===== src/rtl/matvec_sequencer_if.sv =====
// Signal bundle between matvec_sequencer and its job source, vector buffer,
// multiplier and result sink. The sequencer uses the master modport.
interface matvec_sequencer_if #(
  parameter int MAX_ROWS   = 64,
  parameter int MAX_COLS   = 64,
  parameter int BANDWIDTH  = 16,
  parameter int DATA_WIDTH = 16
);
  localparam int RW = $clog2(MAX_ROWS);
  localparam int CW = $clog2(MAX_COLS);

  // Handshake: a job transfers on a rising edge with job_valid && job_ready;
  // vec_rd_data answers vec_rd_en one cycle later; out_valid, done and err
  // are strobes with no ready, so the sink must take every one of them.
  logic                            job_valid;
  logic                            job_ready;
  logic [RW:0]                     job_rows;
  logic [CW:0]                     job_cols;

  logic                            vec_rd_en;
  logic [CW-1:0]                   vec_rd_addr;
  logic [DATA_WIDTH*BANDWIDTH-1:0] vec_rd_data;

  logic                            mv_start;
  logic [RW:0]                     mv_num_rows;
  logic [CW:0]                     mv_num_cols;
  logic                            mv_vector_write_enable;
  logic [CW-1:0]                   mv_vector_base_addr;
  logic [DATA_WIDTH*BANDWIDTH-1:0] mv_vector_in;
  logic [2*DATA_WIDTH-1:0]         mv_result_out;
  logic                            mv_result_valid;
  logic                            mv_busy;

  logic                            out_valid;
  logic [DATA_WIDTH-1:0]           out_data;
  logic [RW-1:0]                   out_row;
  logic                            done;
  logic                            err;
  logic [1:0]                      err_code;

  logic [2:0]                      fsm_state;

  modport master (
    input  job_valid, job_rows, job_cols, vec_rd_data,
           mv_result_out, mv_result_valid, mv_busy,
    output job_ready, vec_rd_en, vec_rd_addr,
           mv_start, mv_num_rows, mv_num_cols, mv_vector_write_enable,
           mv_vector_base_addr, mv_vector_in,
           out_valid, out_data, out_row, done, err, err_code, fsm_state
  );

  modport slave (
    output job_valid, job_rows, job_cols, vec_rd_data,
           mv_result_out, mv_result_valid, mv_busy,
    input  job_ready, vec_rd_en, vec_rd_addr,
           mv_start, mv_num_rows, mv_num_cols, mv_vector_write_enable,
           mv_vector_base_addr, mv_vector_in,
           out_valid, out_data, out_row, done, err, err_code, fsm_state
  );
endinterface


===== src/rtl/matvec_sequencer.sv =====
// Job-level controller for matvec_mult: streams the vector in chunks, starts
// the multiplier, and requantizes each Q20.12 row result to saturated Q4.12.
module matvec_sequencer #(
  parameter int MAX_ROWS   = 64,
  parameter int MAX_COLS   = 64,
  parameter int BANDWIDTH  = 16,
  parameter int DATA_WIDTH = 16,
  parameter int TIMEOUT    = 1024
) (
  input logic clk,
  input logic rst_n,
  matvec_sequencer_if.master bus
);
  localparam int RW = $clog2(MAX_ROWS);
  localparam int CW = $clog2(MAX_COLS);
  localparam int DW = DATA_WIDTH;
  localparam int TW = $clog2(TIMEOUT + 1);

  localparam logic [RW:0]   ROWS_LIMIT = (RW + 1)'(MAX_ROWS);
  localparam logic [CW:0]   COLS_LIMIT = (CW + 1)'(MAX_COLS);
  localparam logic [CW+1:0] CHUNK_STEP = (CW + 2)'(BANDWIDTH);
  localparam logic [TW-1:0] TMO_LAST   = TW'(TIMEOUT - 1);

  typedef enum logic [2:0] {
    S_IDLE    = 3'd0,
    S_START   = 3'd1,
    S_FETCH   = 3'd2,
    S_WRITE   = 3'd3,
    S_COLLECT = 3'd4,
    S_DONE    = 3'd5
  } state_t;

  state_t state, state_nx;

  logic [RW:0]   rows_q;
  logic [CW:0]   cols_q;
  logic [CW:0]   base_q;
  logic [RW:0]   row_q;
  logic [TW-1:0] tmo_q;
  logic          out_valid_q;
  logic [DW-1:0] out_data_q;
  logic [RW-1:0] out_row_q;
  logic          err_q;
  logic [1:0]    err_code_q;

  logic                   accept;
  logic                   bad_dims;
  logic                   capture;
  logic                   last_row;
  logic                   more_chunks;
  logic                   timeout_hit;
  logic [CW+1:0]          next_base;
  logic [DW:0]            top_bits;
  logic [DW-1:0]          sat_data;
  logic [DW*BANDWIDTH-1:0] masked_chunk;

  assign bus.job_ready = (state == S_IDLE) && !bus.mv_busy;
  assign accept        = bus.job_valid && bus.job_ready;
  assign bad_dims      = (bus.job_rows == '0) || (bus.job_cols == '0) ||
                         (bus.job_rows > ROWS_LIMIT) || (bus.job_cols > COLS_LIMIT);

  // Results may arrive while the vector is still streaming, so capture spans
  // every active state, not just COLLECT.
  assign capture     = bus.mv_result_valid &&
                       (state inside {S_START, S_FETCH, S_WRITE, S_COLLECT});
  assign last_row    = capture && (row_q == rows_q - 1'b1);
  assign next_base   = {1'b0, base_q} + CHUNK_STEP;
  assign more_chunks = next_base < {1'b0, cols_q};
  assign timeout_hit = (state == S_COLLECT) && !bus.mv_result_valid && (tmo_q == TMO_LAST);

  // Saturation: the value fits in DW signed bits only when the top DW+1 bits
  // are all equal (pure sign extension).
  assign top_bits = bus.mv_result_out[2*DW-1:DW-1];

  always_comb begin
    sat_data = bus.mv_result_out[DW-1:0];
    if (!top_bits[DW] && (|top_bits)) begin
      sat_data = {1'b0, {(DW - 1){1'b1}}};
    end else if (top_bits[DW] && !(&top_bits)) begin
      sat_data = {1'b1, {(DW - 1){1'b0}}};
    end
  end

  always_comb begin
    masked_chunk = '0;
    for (int i = 0; i < BANDWIDTH; i++) begin
      if (int'(base_q) + i < int'(cols_q)) begin
        masked_chunk[i*DW +: DW] = bus.vec_rd_data[i*DW +: DW];
      end
    end
  end

  always_ff @(posedge clk or negedge rst_n) begin
    if (!rst_n) begin
      state <= S_IDLE;
    end else begin
      state <= state_nx;
    end
  end

  always_comb begin
    state_nx = state;
    case (state)
      S_IDLE:    if (accept && !bad_dims) state_nx = S_START;
      S_START:   state_nx = S_FETCH;
      S_FETCH:   state_nx = S_WRITE;
      S_WRITE:   state_nx = more_chunks ? S_FETCH : S_COLLECT;
      S_COLLECT: if (timeout_hit) state_nx = S_IDLE;
      S_DONE:    state_nx = S_IDLE;
      default:   state_nx = S_IDLE;
    endcase
    if (last_row) begin
      state_nx = S_DONE;
    end
  end

  always_ff @(posedge clk or negedge rst_n) begin
    if (!rst_n) begin
      rows_q      <= '0;
      cols_q      <= '0;
      base_q      <= '0;
      row_q       <= '0;
      tmo_q       <= '0;
      out_valid_q <= 1'b0;
      out_data_q  <= '0;
      out_row_q   <= '0;
      err_q       <= 1'b0;
      err_code_q  <= 2'b00;
    end else begin
      out_valid_q <= 1'b0;
      err_q       <= 1'b0;

      if (accept) begin
        rows_q <= bus.job_rows;
        cols_q <= bus.job_cols;
        base_q <= '0;
        row_q  <= '0;
        if (bad_dims) begin
          err_q      <= 1'b1;
          err_code_q <= 2'b01;
        end else begin
          err_code_q <= 2'b00;
        end
      end

      if ((state == S_WRITE) && more_chunks) begin
        base_q <= next_base[CW:0];
      end

      if (capture || ((state == S_WRITE) && !more_chunks)) begin
        tmo_q <= '0;
      end else if (state == S_COLLECT) begin
        tmo_q <= tmo_q + 1'b1;
      end

      if (timeout_hit) begin
        err_q      <= 1'b1;
        err_code_q <= 2'b10;
      end

      if (capture) begin
        out_valid_q <= 1'b1;
        out_data_q  <= sat_data;
        out_row_q   <= row_q[RW-1:0];
        row_q       <= row_q + 1'b1;
      end
    end
  end

  assign bus.mv_start               = (state == S_START);
  assign bus.vec_rd_en              = (state == S_FETCH);
  assign bus.vec_rd_addr            = (state == S_FETCH) ? base_q[CW-1:0] : '0;
  assign bus.mv_vector_write_enable = (state == S_WRITE);
  assign bus.mv_vector_base_addr    = (state == S_WRITE) ? base_q[CW-1:0] : '0;
  assign bus.mv_vector_in           = (state == S_WRITE) ? masked_chunk : '0;
  assign bus.mv_num_rows            = rows_q;
  assign bus.mv_num_cols            = cols_q;
  assign bus.out_valid              = out_valid_q;
  assign bus.out_data               = out_data_q;
  assign bus.out_row                = out_row_q;
  assign bus.done                   = (state == S_DONE);
  assign bus.err                    = err_q;
  assign bus.err_code               = err_code_q;
  assign bus.fsm_state              = state;
endmodule


===== src/flat_wrapper.sv =====
// flat-port wrapper written by rule: the top's interface ports become plain ports
module matvec_sequencer_flat 
#(
  parameter int MAX_ROWS   = 64,
  parameter int MAX_COLS   = 64,
  parameter int BANDWIDTH  = 16,
  parameter int DATA_WIDTH = 16,
  parameter int TIMEOUT    = 1024
)
  (clk, rst_n, bus_job_valid, bus_job_rows, bus_job_cols, bus_vec_rd_data, bus_mv_result_out, bus_mv_result_valid, bus_mv_busy, bus_job_ready, bus_vec_rd_en, bus_vec_rd_addr, bus_mv_start, bus_mv_num_rows, bus_mv_num_cols, bus_mv_vector_write_enable, bus_mv_vector_base_addr, bus_mv_vector_in, bus_out_valid, bus_out_data, bus_out_row, bus_done, bus_err, bus_err_code, bus_fsm_state);
  matvec_sequencer_if #(.MAX_ROWS(MAX_ROWS), .MAX_COLS(MAX_COLS), .BANDWIDTH(BANDWIDTH), .DATA_WIDTH(DATA_WIDTH)) bus_i ();
  input logic clk;
  input logic rst_n;
  input wire logic [$bits(bus_i.job_valid)-1:0] bus_job_valid;
  input wire logic [$bits(bus_i.job_rows)-1:0] bus_job_rows;
  input wire logic [$bits(bus_i.job_cols)-1:0] bus_job_cols;
  input wire logic [$bits(bus_i.vec_rd_data)-1:0] bus_vec_rd_data;
  input wire logic [$bits(bus_i.mv_result_out)-1:0] bus_mv_result_out;
  input wire logic [$bits(bus_i.mv_result_valid)-1:0] bus_mv_result_valid;
  input wire logic [$bits(bus_i.mv_busy)-1:0] bus_mv_busy;
  output wire logic [$bits(bus_i.job_ready)-1:0] bus_job_ready;
  output wire logic [$bits(bus_i.vec_rd_en)-1:0] bus_vec_rd_en;
  output wire logic [$bits(bus_i.vec_rd_addr)-1:0] bus_vec_rd_addr;
  output wire logic [$bits(bus_i.mv_start)-1:0] bus_mv_start;
  output wire logic [$bits(bus_i.mv_num_rows)-1:0] bus_mv_num_rows;
  output wire logic [$bits(bus_i.mv_num_cols)-1:0] bus_mv_num_cols;
  output wire logic [$bits(bus_i.mv_vector_write_enable)-1:0] bus_mv_vector_write_enable;
  output wire logic [$bits(bus_i.mv_vector_base_addr)-1:0] bus_mv_vector_base_addr;
  output wire logic [$bits(bus_i.mv_vector_in)-1:0] bus_mv_vector_in;
  output wire logic [$bits(bus_i.out_valid)-1:0] bus_out_valid;
  output wire logic [$bits(bus_i.out_data)-1:0] bus_out_data;
  output wire logic [$bits(bus_i.out_row)-1:0] bus_out_row;
  output wire logic [$bits(bus_i.done)-1:0] bus_done;
  output wire logic [$bits(bus_i.err)-1:0] bus_err;
  output wire logic [$bits(bus_i.err_code)-1:0] bus_err_code;
  output wire logic [$bits(bus_i.fsm_state)-1:0] bus_fsm_state;
  assign bus_i.job_valid = bus_job_valid;
  assign bus_i.job_rows = bus_job_rows;
  assign bus_i.job_cols = bus_job_cols;
  assign bus_i.vec_rd_data = bus_vec_rd_data;
  assign bus_i.mv_result_out = bus_mv_result_out;
  assign bus_i.mv_result_valid = bus_mv_result_valid;
  assign bus_i.mv_busy = bus_mv_busy;
  assign bus_job_ready = bus_i.job_ready;
  assign bus_vec_rd_en = bus_i.vec_rd_en;
  assign bus_vec_rd_addr = bus_i.vec_rd_addr;
  assign bus_mv_start = bus_i.mv_start;
  assign bus_mv_num_rows = bus_i.mv_num_rows;
  assign bus_mv_num_cols = bus_i.mv_num_cols;
  assign bus_mv_vector_write_enable = bus_i.mv_vector_write_enable;
  assign bus_mv_vector_base_addr = bus_i.mv_vector_base_addr;
  assign bus_mv_vector_in = bus_i.mv_vector_in;
  assign bus_out_valid = bus_i.out_valid;
  assign bus_out_data = bus_i.out_data;
  assign bus_out_row = bus_i.out_row;
  assign bus_done = bus_i.done;
  assign bus_err = bus_i.err;
  assign bus_err_code = bus_i.err_code;
  assign bus_fsm_state = bus_i.fsm_state;
  matvec_sequencer #(.MAX_ROWS(MAX_ROWS), .MAX_COLS(MAX_COLS), .BANDWIDTH(BANDWIDTH), .DATA_WIDTH(DATA_WIDTH), .TIMEOUT(TIMEOUT)) u_core (.clk(clk), .rst_n(rst_n), .bus(bus_i));
endmodule

===== config.mk =====
export PLATFORM = sky130hd
export DESIGN_NAME = matvec_sequencer_flat
export DESIGN_NICKNAME = d
export VERILOG_FILES = /design/src/rtl/matvec_sequencer_if.sv /design/src/rtl/matvec_sequencer.sv /design/src/flat_wrapper.sv
export SDC_FILE = /design/constraint.sdc
export NUM_CORES = 1
export LEC_CHECK = 0
export CAP_MARGIN = 20
export CORE_AREA = 3 3 239 241
export CTS_CLUSTER_DIAMETER = 120
export DETAILED_ROUTE_END_ITERATION = 8
export DIE_AREA = 0 0 242 244
export GPL_TIMING_DRIVEN = 0
export PLACE_DENSITY = 0.36
export SYNTH_ARGS = -nofsm -noshare
export SYNTH_HDL_FRONTEND = slang
export SYNTH_SLANG_ARGS = --single-unit

===== constraint.sdc =====
create_clock -name clk -period 2.1 [get_ports clk]
set_input_delay 0.21 -clock clk [delete_from_list [all_inputs] [get_ports clk]]
set_output_delay 0.21 -clock clk [all_outputs]
set_load 0.1 [all_outputs]

* Yosys cells after proc, flatten, opt, wreduce, memory -nomap -nowiden
Cells that the tools add are included.
** Storage, ports and cells
- Register bits :: 68
- Latch bits :: 0
- Memory bits (writable) :: 0
- ROM bits :: 0
- Bits of input ports :: 307
- Output and inout bits :: 316
- Word-level logic and storage cells :: 128
- Memories :: 0
** Cells by class
- Add/subtract/negate cells :: 19
- Multiply operators :: 0
- Divide/modulo/power cells :: 0
- Magnitude comparators :: 19
- Equal/unequal tests :: 9
- Shift operators :: 0
- Mux-type cells :: 38
- Bitwise operators :: 0
- Reduce and logical (&&, ||, !) cells :: 32
** Operators with widths (count)
- 32-bit by 8-bit < comparator with 1-bit output :: 15
- 16-bit 2-to-1 mux :: 18
- 256-bit 2-to-1 mux :: 1
- 7-bit by 4-bit adder with 8-bit output (second input constant) :: 8
- 7-bit by 3-bit adder with 8-bit output (second input constant) :: 4
- 11-bit 2-to-1 mux :: 2
- 7-bit 2-to-1 mux :: 3
- 17-bit AND reduction :: 1
- 17-bit OR reduction :: 1
- 7-bit by 2-bit adder with 8-bit output (second input constant) :: 2
- 3-bit one-hot mux with 5 select lines :: 1
- 7-bit > comparator (second input constant) :: 2
- 7-bit logical NOT :: 2
- 3-bit 2-to-1 mux :: 4
- 6-bit 2-to-1 mux :: 2
- 11-bit by 1-bit adder with 11-bit output (second input constant) :: 1
- 11-bit by 10-bit equality test with 1-bit output (second input constant) :: 1
- 1-bit logical AND :: 11
- 7-bit by 1-bit adder with 8-bit output (second input constant) :: 1
- 7-bit by 5-bit adder with 8-bit output (second input constant) :: 1
- 8-bit by 7-bit < comparator with 1-bit output :: 1
- 2-bit nonzero test :: 4
- 7-bit by 1-bit adder with 7-bit output (second input constant) :: 1
- 7-bit equality test :: 1
- 14 further kinds :: 29

* Logic depth before layout (Yosys ltp)
- Depth after elaboration :: 9
- Gate-level depth with buffers :: 8

* Worst setup path after synthesis
OpenSTA, ideal clock, no wires.
- Kind :: register to register
- From :: register u_core.state[1] (netlist: u_core.bus.fsm_state[1])
- To :: register u_core.row_q[5]
- Setup time :: 140 ps
- Data arrival time :: 5090 ps
- Required time :: 1960 ps
- Setup slack :: -3130 ps
- Cell stages (with the launch flop) :: 6
- Path buffers :: 1
- Period minus slack after synthesis :: 5230 ps
- Path through :: dfrtp_1 -> buf_6 -> nor4_1 -> nand2_1 -> o311ai_0 -> o41ai_1
** Between the ends
- Longest elaborated chain between the ends :: 4
- Elaborated cells between the ends (all ways) :: 11
- Those cells by class :: 4 x eq/ne; 1 x mux; 6 x reduce/logical
** RTL lines
- from (decl) :: RTL line matvec_sequencer.sv:33 : state_t state, state_nx;
- from (signal assigned) :: RTL line matvec_sequencer.sv:97 : state <= state_nx;
- 3-bit logical NOT :: RTL line matvec_sequencer.sv:57 : assign bus.job_ready = (state == S_IDLE) && !bus.mv_busy;
- 1-bit logical AND :: RTL line matvec_sequencer.sv:57
- via bus_job_ready :: RTL line flat_wrapper.sv:21 : output wire logic [$bits(bus_i.job_ready)-1:0] bus_job_ready;
- 1-bit logical AND :: RTL line matvec_sequencer.sv:58 : assign accept = bus.job_valid && bus.job_ready;
- 2-bit nonzero test (no line)
- to (signal assigned) :: RTL line matvec_sequencer.sv:165 : row_q <= row_q + 1'b1;
- to (decl) :: RTL line matvec_sequencer.sv:38 : logic [RW:0] row_q;
The timed path passes the listed nets, and every way through them passes these cells.
A chain may end at the register's enable or synchronous reset.

* Worst setup path in the final report
- From :: register u_core.cols_q[1] (netlist: u_core.bus.mv_num_cols[1])
- To :: output port bus_mv_vector_in[10]
** Between the ends
- Longest elaborated chain between the ends :: 3
** RTL lines
- from (decl) :: RTL line matvec_sequencer.sv:36 : logic [CW:0] cols_q;
- from (signal assigned) :: RTL line matvec_sequencer.sv:135 : cols_q <= bus.job_cols;
- 7-bit < comparator :: RTL line matvec_sequencer.sv:87 : if (int'(base_q) + i < int'(cols_q)) begin
- 16-bit 2-to-1 mux :: RTL line matvec_sequencer.sv:87
- 256-bit 2-to-1 mux :: RTL line matvec_sequencer.sv:175 : assign bus.mv_vector_in = (state == S_WRITE) ? masked_chunk : '0;
- to (decl) :: RTL line flat_wrapper.sv:29 : output wire logic [$bits(bus_i.mv_vector_in)-1:0] bus_mv_vector_in;
No other way between the ends.

==> flow_metrics.tcl <==
set metrics [dict create \
    ios 623 \
    grt_max_degree 42 \
    post_drt_wl_per_cell_um 22.06 \
    cts_htree_levels 3 \
    cts_tree "done" \
    synth_area_mm2 0.005350 \
    drc 0 \
    totalWireLength_um 47800 \
    final_cell_mix "318 x clkdlybuf4s50_1, 273 x buf_12, 258 x and2_4" \
    fillCellCount 5634 \
    cts_sinks 64 \
    worstPathRequired_ns 1.89 \
    max_slew_margin_pct 28.60 \
    clock_latency_ns 0.33 \
    clk_pin_slew_ns 0.06 \
    via_count 7652 \
    violations "negative setup slack" \
    core_area_mm2 0.05509 \
    hold_violations 0 \
    gp_congestion 0.9400 \
    arrival_ns 2.42 \
    post-dp-hpwl_um 41610 \
    grt_overflow 0 \
    worstSetupStartpointType "register" \
    max_stage_delay_ns 0.48 \
    max_cap_violations 0 \
    antenna_found_initial 19 \
    status "finished with violations" \
    yosysUniqueCellTypes 52 \
    fin_setup_tns_ns -105.03 \
    synthFlopType "dfrtp_1" \
    route.antenna.remaining_nets 0 \
    io_buffers 614 \
    synthArstFlopShare_pct 100.0 \
    grtUsageTotal_pct 15.11 \
    avgSynthCellArea_um2 7.845 \
    setup_viol 272 \
    fp-row-count 86 \
    crit_path_max_fanout 10 \
    drive_gt1_share_pct 54.42 \
    busiest_layer "met2" \
    die_area_mm2 0.05905 \
    drt_iter0_drc 170 \
    grt.met3_usage_pct 6.064 \
    worstPathCellList "buf_6 > or4_4 > o21bai_1 > a21o_1 > a211oi_4 > buf_6 > clkbuf_16 > and2_4 > buf_12" \
    met1_usage_pct 18.29 \
    synth_cells 682 \
    cts_root_buf "clkbuf_16" \
    fin_nets 1733 \
    grt_pass1_vias 7687 \
    max_freq_mhz 380.8 \
    seq_area_frac_synth_pct 29.93 \
    cp_common_cell "buf_6" \
    syn2layout_area_growth_pct 237.4 \
    setup_ws_ns -0.5260 \
    worstMarginPinSlew_ns 1.069 \
    grt_util_met2_pct 26.02 \
    crit_type "reg2out" \
    clockBufferDepth 2 \
    rsz0062_at_grt "yes" \
    finalCritPeriodShare_pct 125.0 \
    worstHoldPathType "in2async" \
    dieHeight_um 244 \
    cp-end-kind "output pin" \
    multi_input_area_mm2 0.004674 \
    period_needed_ns 2.626 \
    timing.final.max_slew_violations 0 \
    layout.cells.most_common "clkdlybuf4s50_1" \
    yosys_register_bits 64 \
    crit_path_top_delay_cell "or4_4" \
    dr.pass1.iters 4 \
    grt_pass1_wl_um 63360 \
    cts_made_buffers 9 \
    skew_ns 0.006395 \
    synth_edf_count 0 \
    fp.dieW_um 242 \
    yosysWarnings 0 \
    register_area_mm2 0.001643 \
    via_per_inst 3.531 \
    start_util_pct 9.711 \
]
## routing by layer
metal / vias up / wire (um)
met5: - / 46
met4: 8 / 716
met3: 53 / 4531
met2: 354 / 23410
met1: 3561 / 19090
li1: 3676 / -
## layout make-up
type | instances | share of cell area, %
Clock buffer | 11 | 1.345
Multi-Input combinational cell | 572 | 25.90
Antenna cell | 6 | 0.08318
Inverter | 13 | 0.4852
Sequential cell | 64 | 9.101
Clock inverter | 5 | 0.3119
Buffer | 40 | 2.800
Timing Repair Buffer | 708 | 54.79
Tap cell | 748 | 5.185
## critical path: cells and delay by family (launching register included)
kind / cells / cell delay, ns
AOI/OAI and AO/OA: 3 / 0.42
buffers and inverters: 4 / 0.56
DFF: 1 / 0.47
and+or+nand+nor: 2 / 0.62
## final timing paths
check | from | end | slack, ns | depth (start not counted)
max | u_core.bus.mv_num_cols[1]$_DFFE_PN0P_ | bus_mv_vector_in[10] | -0.53 | 9
min | rst_n | u_core.bus.out_data[7]$_DFFE_PN0P_ | 0.33 | 2
max reg2reg | u_core.base_q[5]$_DFFE_PN0P_ | u_core.bus.fsm_state[2]$_DFFE_PN0P_ | -0.42 | 12
min reg2reg | u_core.bus.out_data[6]$_DFFE_PN0P_ | u_core.bus.out_data[6]$_DFFE_PN0P_ | 0.48 | 2
max in group asynchronous | rst_n | u_core.bus.mv_num_cols[2]$_DFFE_PN0P_ | 1.20 | 3
min in group clk | bus_mv_result_out[10] | u_core.bus.out_data[10]$_DFFE_PN0P_ | 0.47 | 3
## cells in the mapped netlist, types with 2 or more instances
master / instances / area share, %
a21o_1: 5 / 0.70
nor4_1: 7 / 0.82
o21ai_1: 2 / 0.19
nor3_1: 5 / 0.47
mux2i_1: 3 / 0.56
a21oi_1: 19 / 1.8
dfrtp_1: 64 / 30
mux2_2: 5 / 1.1
clkbuf_1: 20 / 1.4
nor2_1: 45 / 3.2
xor2_1: 9 / 1.5
nor3b_1: 3 / 0.42
buf_6: 2 / 0.42
ha_1: 18 / 4.2
inv_1: 12 / 0.84
nand3_1: 12 / 1.1
and3_1: 6 / 0.70
a221oi_2: 2 / 0.56
and4_1: 3 / 0.49
nand2_1: 68 / 4.8
o21ai_0: 38 / 3.6
and2_1: 262 / 31
a211oi_1: 3 / 0.42
o211a_1: 2 / 0.37
buf_4: 11 / 1.5
buf_2: 6 / 0.56
or4_1: 2 / 0.28
nand4_1: 6 / 0.70
a211oi_2: 2 / 0.47
o41ai_1: 2 / 0.33
xnor2_1: 13 / 2.1
o31ai_1: 2 / 0.28
nand2b_1: 4 / 0.47
## registers in the layout, indices dropped and copies added (netlist names)
name and flops:
u_core.row_q 7, u_core.bus.out_data 16, u_core.bus.fsm_state 3, u_core.bus.mv_num_rows 7, u_core.bus.err_code 2, u_core.bus.out_row 6, u_core.bus.err 1, u_core.bus.mv_num_cols 7
u_core.tmo_q 11, u_core.base_q 3, u_core.bus.out_valid 1
## logic make-up (layout without fill, tap and decap cells)
kind of cell / after synthesis / in the layout / share of synthesized area, %
flip-flops: 64 / 64 / 29.93
AO/OA/AOI/OAI: 86 / 86 / 10.15
AND/OR/NAND/NOR: 430 / 430 / 45.51
adder cells (fa/ha/maj): 18 / 18 / 4.210
other: 1 / 14 / 0.07009
XOR/XNOR: 22 / 22 / 3.602
buffers and inverters: 53 / 777 / 4.911
multiplexers: 8 / 8 / 1.614
## stage by stage
step                setup slack [ns]  instances  hold slack (ns)  area [um2]  util, %
global placement              -2.342       2051           0.4631       13610    24.71
floorplan                    -0.6287        689         -0.08559        6531        -
finish                       -0.5260       2167           0.3308       18050    32.76
global route                 -0.6453       2161           0.3502       18040    32.74
CTS                          -0.6139       2104           0.3325       15150    27.50
detailed placement            -1.880       2056           0.1589       13730    24.91
## timing repair
action	4_1_cts	5_1_grt
hold endpoints to repair	23	0
gates cloned	2	8
resized for setup	1847	662
setup buffers	30	55
pin swaps	25	84
hold buffers	1	0
endpoints found under the setup margin	315	341
Power is left out: the tool's default activity adds up to more than one toggle a clock period on the data nets, which glitch-free logic cannot reach.
